### src/rtl/uart_char_rx.sv
// -----------------------------------------------------------------------------
// uart_char_rx
//
// 8N1 UART receiver that delivers each byte through a small first-word-fall-
// through FIFO. The FIFO head feeds the character-id encoder downstream.
//
// Parameters
//   CLKS_PER_BIT  clk cycles per serial bit (8..65535)
//   FIFO_DEPTH    received-byte buffer entries (power of two, 2..16)
//
// Ports
//   clk         system clock, all state on the rising edge
//   reset       asynchronous, active-low reset
//   rx          raw serial line (idle high, LSB first)
//   char_id     head-of-FIFO byte, 8'h00 while the FIFO is empty
//   char_valid  high while the FIFO holds at least one byte
//   char_ready  downstream accept; a byte pops on char_valid && char_ready
//   frame_err   one-cycle pulse when a stop bit is sampled low
//   overflow    one-cycle pulse when a good byte is dropped on a full FIFO
//   fifo_count  current FIFO occupancy
// -----------------------------------------------------------------------------
module uart_char_rx #(
    parameter int CLKS_PER_BIT = 10417,
    parameter int FIFO_DEPTH   = 4
) (
    input  logic                          clk,
    input  logic                          reset,
    input  logic                          rx,
    output logic [7:0]                    char_id,
    output logic                          char_valid,
    input  logic                          char_ready,
    output logic                          frame_err,
    output logic                          overflow,
    output logic [$clog2(FIFO_DEPTH):0]   fifo_count
);

    localparam int AW = $clog2(FIFO_DEPTH);
    localparam int CW = AW + 1;

    // Bit-period counter limits: full bit period and the middle of the start bit.
    localparam logic [15:0] BIT_LAST  = 16'(CLKS_PER_BIT - 1);
    localparam logic [15:0] HALF_LAST = 16'(CLKS_PER_BIT / 2 - 1);
    localparam logic [CW-1:0] FULL_COUNT = CW'(FIFO_DEPTH);

    typedef enum logic [2:0] {
        IDLE,
        START,
        DATA,
        STOP,
        WAIT_IDLE
    } state_t;

    // -------------------------------------------------------------------------
    // Stage p0/p1: two-flop synchronizer; rxs is the only view of the line
    // -------------------------------------------------------------------------
    logic rx_p0;
    logic rxs;

    always_ff @(posedge clk or negedge reset) begin
        if (!reset) begin
            rx_p0 <= 1'b1;
            rxs   <= 1'b1;
        end else begin
            rx_p0 <= rx;
            rxs   <= rx_p0;
        end
    end

    // -------------------------------------------------------------------------
    // Frame FSM: start qualification, data sampling, stop check
    // -------------------------------------------------------------------------
    state_t      state;
    logic [15:0] bit_cnt;
    logic [2:0]  bit_idx;
    logic [7:0]  shift_reg;

    // A good byte is pushed at the edge that samples a high stop bit.
    logic push_req;
    assign push_req = (state == STOP) && (bit_cnt == BIT_LAST) && rxs;

    always_ff @(posedge clk or negedge reset) begin
        if (!reset) begin
            state     <= IDLE;
            bit_cnt   <= '0;
            bit_idx   <= '0;
            shift_reg <= '0;
            frame_err <= 1'b0;
        end else begin
            frame_err <= 1'b0;
            case (state)
                IDLE: begin
                    bit_cnt <= '0;
                    bit_idx <= '0;
                    if (!rxs) begin
                        state <= START;
                    end
                end

                START: begin
                    // Re-check the line mid start bit so short glitches are
                    // dropped silently.
                    if (bit_cnt == HALF_LAST) begin
                        bit_cnt <= '0;
                        bit_idx <= '0;
                        if (!rxs) begin
                            state <= DATA;
                        end else begin
                            state <= IDLE;
                        end
                    end else begin
                        bit_cnt <= bit_cnt + 16'd1;
                    end
                end

                DATA: begin
                    // Counting a full bit period from mid start bit lands each
                    // sample in the middle of the data bit.
                    if (bit_cnt == BIT_LAST) begin
                        bit_cnt            <= '0;
                        shift_reg[bit_idx] <= rxs;
                        if (bit_idx == 3'd7) begin
                            state <= STOP;
                        end else begin
                            bit_idx <= bit_idx + 3'd1;
                        end
                    end else begin
                        bit_cnt <= bit_cnt + 16'd1;
                    end
                end

                STOP: begin
                    if (bit_cnt == BIT_LAST) begin
                        bit_cnt <= '0;
                        if (rxs) begin
                            state <= IDLE;
                        end else begin
                            frame_err <= 1'b1;
                            state     <= WAIT_IDLE;
                        end
                    end else begin
                        bit_cnt <= bit_cnt + 16'd1;
                    end
                end

                WAIT_IDLE: begin
                    // A low line here is a broken frame or break, not a start.
                    bit_cnt <= '0;
                    if (rxs) begin
                        state <= IDLE;
                    end
                end

                default: begin
                    state   <= IDLE;
                    bit_cnt <= '0;
                end
            endcase
        end
    end

    // -------------------------------------------------------------------------
    // Byte FIFO: first-word-fall-through, simultaneous push/pop on full allowed
    // -------------------------------------------------------------------------
    logic [7:0]    mem [FIFO_DEPTH];
    logic [AW-1:0] wr_ptr;
    logic [AW-1:0] rd_ptr;
    logic [CW-1:0] count;

    logic full;
    logic pop;
    logic push;

    assign full = (count == FULL_COUNT);
    assign pop  = char_valid && char_ready;
    // On a full FIFO a same-cycle pop frees the slot the push writes into.
    assign push = push_req && (!full || pop);

    always_ff @(posedge clk or negedge reset) begin
        if (!reset) begin
            wr_ptr   <= '0;
            rd_ptr   <= '0;
            count    <= '0;
            overflow <= 1'b0;
        end else begin
            overflow <= push_req && full && !pop;
            if (push) begin
                wr_ptr <= wr_ptr + AW'(1);
            end
            if (pop) begin
                rd_ptr <= rd_ptr + AW'(1);
            end
            if (push && !pop) begin
                count <= count + CW'(1);
            end else if (pop && !push) begin
                count <= count - CW'(1);
            end
        end
    end

    // Storage carries data only, so it is not reset; the output is masked
    // while empty instead.
    always_ff @(posedge clk) begin
        if (push) begin
            mem[wr_ptr] <= shift_reg;
        end
    end

    assign char_valid = (count != '0);
    assign char_id    = char_valid ? mem[rd_ptr] : 8'h00;
    assign fifo_count = count;

endmodule
### config.mk
export PLATFORM = sky130hd
export DESIGN_NAME = uart_char_rx
export DESIGN_NICKNAME = d
export VERILOG_FILES = /design/src/rtl/uart_char_rx.sv
export SDC_FILE = /design/constraint.sdc
export NUM_CORES = 1
export LEC_CHECK = 0
export ABC_AREA = 0
export BUFFER_PORTS_ARGS = -buffer_cell sky130_fd_sc_hd__buf_2
export CORE_MARGIN = 2
export CORE_UTILIZATION = 35
export DETAILED_ROUTE_END_ITERATION = 8
export REMOVE_ABC_BUFFERS = 1
export SYNTH_ARGS = -nofsm -noshare
export SYNTH_HDL_FRONTEND = slang
export SYNTH_SLANG_ARGS = --single-unit
### constraint.sdc
create_clock -name clk -period 2.9 [get_ports clk]
set_input_delay 0.29 -clock clk [delete_from_list [all_inputs] [get_ports clk]]
set_output_delay 0.29 -clock clk [all_outputs]
set_load 0.01 [all_outputs]
Yosys cells after proc, flatten, opt, wreduce, memory -nomap -nowiden
Memory sizes are Yosys's and may differ from the RTL's.
Cells that the tools add are included.
{"block": "totals", "register_bits": 41, "mem_bits_rw": 32, "input_bits": 4, "n_memories": 1}
{"block": "op_classes", "n_addsub": 6, "magnitude_cmp": 2, "n_eq_ne": 15, "n_mux": 27, "reduce_logical": 21}
{"name": "mem", "depth": 4, "width": 8, "rd": 1, "rd_clocked_by_memory_dff": 0, "write_ports": 1, "line": "164", "text": "logic [7:0] mem [FIFO_DEPTH];"}
{"op": "3-bit two-way mux", "count": 12}
{"op": "16-bit two-way mux", "count": 2}
{"op": "16-bit case mux with 2 select lines", "count": 1}
{"op": "16-bit by 1-bit adder with 16-bit output (second input constant)", "count": 1}
{"op": "16-bit by 13-bit equality test with 1-bit output (second input constant)", "count": 1}
{"op": "16-bit by 14-bit equality test with 1-bit output (second input constant)", "count": 1}
{"op": "3-bit case mux with 5 select lines", "count": 1}
{"op": "2-bit != test (second input constant)", "count": 6}
{"op": "3-bit equality test (second input constant)", "count": 3}
{"op": "1-bit logical AND", "count": 9}
{"op": "3-bit case mux with 3 select lines", "count": 1}
{"op": "8-bit bitwise mux", "count": 1}
{"op": "8-bit two-way mux", "count": 1}
{"op": "3-bit by 1-bit adder with 3-bit output (second input constant)", "count": 2}
{"op": "3-bit by 2-bit equality test with 1-bit output (second input constant)", "count": 2}
{"op": "1-bit two-way mux", "count": 6}
{"op": "6-bit AND reduction", "count": 1}
{"op": "3-bit nonzero test", "count": 2}
{"op": "2-bit by 1-bit adder with 2-bit output (second input constant)", "count": 2}
{"op": "3-bit by 4-bit < comparator with 1-bit output (second input constant)", "count": 1}
{"op": "4-bit AND reduction", "count": 1}
{"op": "1-bit demux with 3-bit select", "count": 1}
{"op": "3-bit by 1-bit equality test with 1-bit output (second input constant)", "count": 1}
{"op": "3-bit by 1-bit greater-or-equal comparator with 1-bit output (second input constant)", "count": 1}
{"op": "other kinds (9)", "count": 11}

Logic depth before layout (Yosys ltp)
{"block": "logic_depth", "depth_word": 8, "depth_mapped": 11, "depth_no_buf": 11}

Worst setup path before layout
No wires, ideal clock.
{"block": "synth_path", "path_kind": "reg2reg", "startpoint": "reg count[1] (netlist: fifo_count[1])", "endpoint": "reg count[1] (netlist: fifo_count[1])", "setup_ps": 125, "arrival_time_ps": 2234, "required_ps": 2775, "path_slack_ps": 541, "path_stages_with_launch": 8, "n_path_buf": 0, "synth_period_minus_slack_ps": 2359, "cell_sequence": "dfrtp_1 -> or4b_2 -> nand4_1 -> nor2_2 -> ha_1 -> inv_1 -> fa_1 -> mux2_2"}
{"block": "synth_via", "elab_chain_len": 7, "word_cells_on_any_way": 15, "classes_between": "2 x add/sub; 1 x eq/ne; 2 x mux; 10 x reduce/logical"}
{"item": "start: declaration", "line": "167", "text": "logic [CW-1:0] count;"}
{"item": "start signal: assignment", "line": "193", "text": "count <= count + CW'(1);"}
{"item": "start signal: assignment", "line": "195", "text": "count <= count - CW'(1);"}
{"item": "3-bit equality test or 3-bit nonzero test (tied branches)", "line": "173, 208"}
{"item": "1-bit logical NOT or 1-bit logical AND (tied branches)", "line": "176, 174"}
{"item": "1-bit logical OR *", "line": "176", "text": "assign push = push_req && (!full || pop);"}
{"item": "1-bit logical AND *", "line": "176"}
{"item": "net push", "line": "171", "text": "logic push;"}
{"item": "1-bit logical NOT", "line": "194", "text": "end else if (pop && !push) begin"}
{"item": "1-bit logical AND", "line": "194"}
{"item": "2-bit nonzero test (no source line)"}
Mark *: on every way through the listed nets, which the timed path passes. The rest lies on a longest branch. The select of a mux whose other input is x is not followed.
A chain may end at the register's enable or synchronous reset.

Worst setup path after layout
{"block": "layout_path", "startpoint": "reg bit_cnt[0]", "endpoint": "reg count[2] (netlist: fifo_count[2])"}
{"block": "layout_via", "elab_chain_len": 7, "word_cells_on_any_way": 9, "classes_between": "1 x eq/ne; 1 x mux; 7 x reduce/logical"}
{"item": "start: declaration", "line": "73", "text": "logic [15:0] bit_cnt;"}
{"item": "start signal: assignment", "line": "111", "text": "bit_cnt <= bit_cnt + 16'd1;"}
{"item": "start signal: assignment", "line": "127", "text": "bit_cnt <= bit_cnt + 16'd1;"}
{"item": "start signal: assignment", "line": "141", "text": "bit_cnt <= bit_cnt + 16'd1;"}
{"item": "16-bit by 14-bit equality test with 1-bit output *", "line": "79", "text": "assign push_req = (state == STOP) && (bit_cnt == BIT_LAST) && rxs;"}
{"item": "1-bit logical AND * (2 in series)", "line": "79"}
{"item": "1-bit logical AND *", "line": "176"}
{"item": "net push", "line": "171"}
{"item": "1-bit logical NOT", "line": "194"}
{"item": "1-bit logical AND", "line": "194"}
{"item": "2-bit nonzero test (no source line)"}
Mark *: on every way through the listed nets, which the timed path passes. The rest lies on a longest branch.

==> results by group <==
Critical path
  • Worst Path Arrival: 2790 ps
  • FF-to-FF path depth: 11
  • Slowest stage cell, crit path: dfrtp_1
  • Crit-path cells: inv_1, ha_1, and4bb_2, nand4_2, nor2_2, ha_1, inv_1, fa_1, xor2_1, nor2_1, xor2_1
  • Setup CP Type: flip-flop to flip-flop
  • CP required: 3170 ps
  • CP peak stage delay: 420 ps
  • CP Max Fanout: 8
  • Worst setup SP type: flip-flop
  • Buf/Inv on CP: 2
  • Crit path depth: 11
  • CP Capture Type: flip-flop
  • Crit path max-delay family: simple AND/OR/NAND/NOR gates

Yosys
  • Most common cell in the netlist: dfrtp_1
  • Synth warn: 0
  • Sequential-to-total area share from yosys stat: 60.4%
  • Ys flop type: dfrtp_1
  • Mean Syn Cell Area: 13.8 sq um
  • Post-synth EDFFs: 32
  • Leading post-synthesis cells by cell area: dfrtp_1 30%, edfxtp_1 29%, mux4_2 5.5%, ha_1 3.4%, xnor2_1 3.2%
  • Cell type with the largest total area after synthesis: dfrtp_1
  • Post-Syn Instances: 239
  • Register bit total from synthesis: 73
  • Synth top cells by count: 39 x dfrtp_1, 32 x edfxtp_1, 22 x nor2_1
  • Ys async rst share: 56.2%
  • Count of unique library cells instantiated by Yosys: 47
  • Share of the synthesized area in the top cell type: 29.6%
  • Post-Syn Area: 3300 sq um

Floorplan
  • Die Y: 101 um
  • Initial Utilization: 35.8%
  • Die area: 10200 sq um
  • Die X: 101 um
  • Cell Rows: 35
  • Core box area: 9200 sq um
  • Ports: 18

Clock network
  • Number of clock sinks: 73
  • Bufs on Longest Clock Path: 2
  • TritonCTS buffer count: 9
  • Post-CTS sizing: 0
  • CTS clk-pin slew, worst paths: 70 ps
  • CTS tree: built
  • CTS root buffer: clkbuf_8
  • Post-CTS setup repair buffer count: 0
  • Clock latency on the worst-skew pair: 340 ps
  • H-tree depth: 3
  • Hold_buf cts: 0

Routing
  • DRT iter0 DRCs: 77
  • # DRC: 0
  • Vias per inst: 4.86
  • Drt first pass iters: 4
  • Vias: 1841
  • Drt total wl: 5.43 mm
  • Post-route ant nets: 0
  • Wirelength per Cell: 14.3 um

Placement
  • Port Buf Inserts: 17
  • RePlAce Congestion: 0.785
  • Post-Place Cell Area: 3500 sq um
  • Detail Placement HPWL: 3.69 mm

Timing
  • Post-layout min period: 2520 ps
  • Slew @ Worst Pin: 912 ps
  • RSZ-0062 raised after global routing: false
  • Final hold vios: 0
  • Slew margin rel.: 39.2%
  • Fin crit share: 87.0%
  • Final setup viols: 0
  • Setup TNS: 0 ps
  • Fmax achieved: 396 MHz
  • Skew final: 9.47 ps
  • Max-slew violation count: 0

Outcome
  • Status: completed

GRT
  • Vias in the first global route: 1943
  • First-pass GRT wire length: 9.53 mm
  • GRT Util Overall: 12.2%
  • Largest net degree at the start of global routing: 42
  • Global route overflow: 0
  • Initial antenna violation count: 0

Pwr
  • Pleak: 0.00159 uW
  • VDD IR-drop max: 0.329 mV
  • Power density cells: 527 nW/um^2
  • Total design power: 1960 uW

Final layout
  • Nets: 277
  • Max reg flops: 32
  • Antenna Diode Count: 0
  • Final Cell Area: 3720 sq um
  • Fraction of layout cells with a size suffix above 1: 25.4%
  • Area grow syn2layout: 12.8%

Hold path
  • Hold Path Stages: 1
  • Worst hold-check path type: input port to flip-flop

Run
  • Max-cap violations: 0
## where the power goes
group	internal, uW	switching (uW)
combinational	2.03	11.6
sequential	1070	3.04
clock	506	361
total	1580	375
## path summary, 6_finish.rpt
check	end	slack, ps	from
max	fifo_count[2]	380	bit_cnt[0]
min in group asynchronous	bit_cnt[3]	80	reset
max in group asynchronous	rd_ptr[1]	2250	reset
min reg2reg	rxs	360	rx_p0
max reg2reg	fifo_count[2]	380	bit_cnt[0]
min	rx_p0	50	rx
## area by class of cell
| cell class | count | area, sq um |
|---|---|---|
| Fill cell | 869 | 5480 |
| Clock inverter | 5 | 80.1 |
| Inverter | 7 | 26.3 |
| Sequential cell | 73 | 1990 |
| Multi-Input combinational cell | 153 | 1240 |
| Tap cell | 111 | 139 |
| Timing Repair Buffer | 19 | 100 |
| Clock buffer | 11 | 141 |
## metrics by stage
stage               hold slack [ps]  worst slack [ps]  std cells  util [%]
floorplan                     -5.59               541        233         -
global placement                350               437        363      38.0
detailed placement              350               363        363      38.0
CTS                            28.5               350        379      40.4
global route                   32.9               177        379      40.4
finish                         47.4               376        379      40.4
## cell families after synthesis
| group | share of synthesized area (%) |
|---|---|
| xor+xnor | 5.32 |
| mux | 9.00 |
| flops | 60.4 |
| simple gates | 17.2 |
| compound gates | 2.13 |
| fa+ha+maj | 4.02 |
| buf+inv | 1.94 |
## placed cells by master, fill, tap and decap left out, types with 2 or more instances in the layout
cell type / instances
inv_1: 7
a21oi_1: 4
buf_2: 17
dfstp_2: 2
dfrtp_1: 39
a22o_1: 2
bufinv_16: 2
nand2_1: 15
nor2_2: 2
nor3_1: 6
xor2_1: 8
clkbuf_8: 10
nor2b_1: 2
and4bb_2: 4
nand3_1: 8
mux2_2: 9
nor2_1: 22
buf_4: 2
clkinvlp_4: 2
mux4_2: 8
ha_1: 9
nand4_1: 6
xnor2_1: 12
edfxtp_1: 32
nor4_1: 2
and2_1: 12
## metal layers
| layer | share of wire (%) | track usage, % | vias to the layer above |
|---|---|---|---|
| li1 | - | - | 910 |
| met1 | 46 | 15.7 | 897 |
| met2 | 49 | 19.8 | 25 |
| met3 | 3.6 | 3.81 | 9 |
| met4 | 1.1 | 3.95 | 0 |
| met5 | 0 | 0 | - |
No activity file was read; power rests on OpenSTA's default activity.
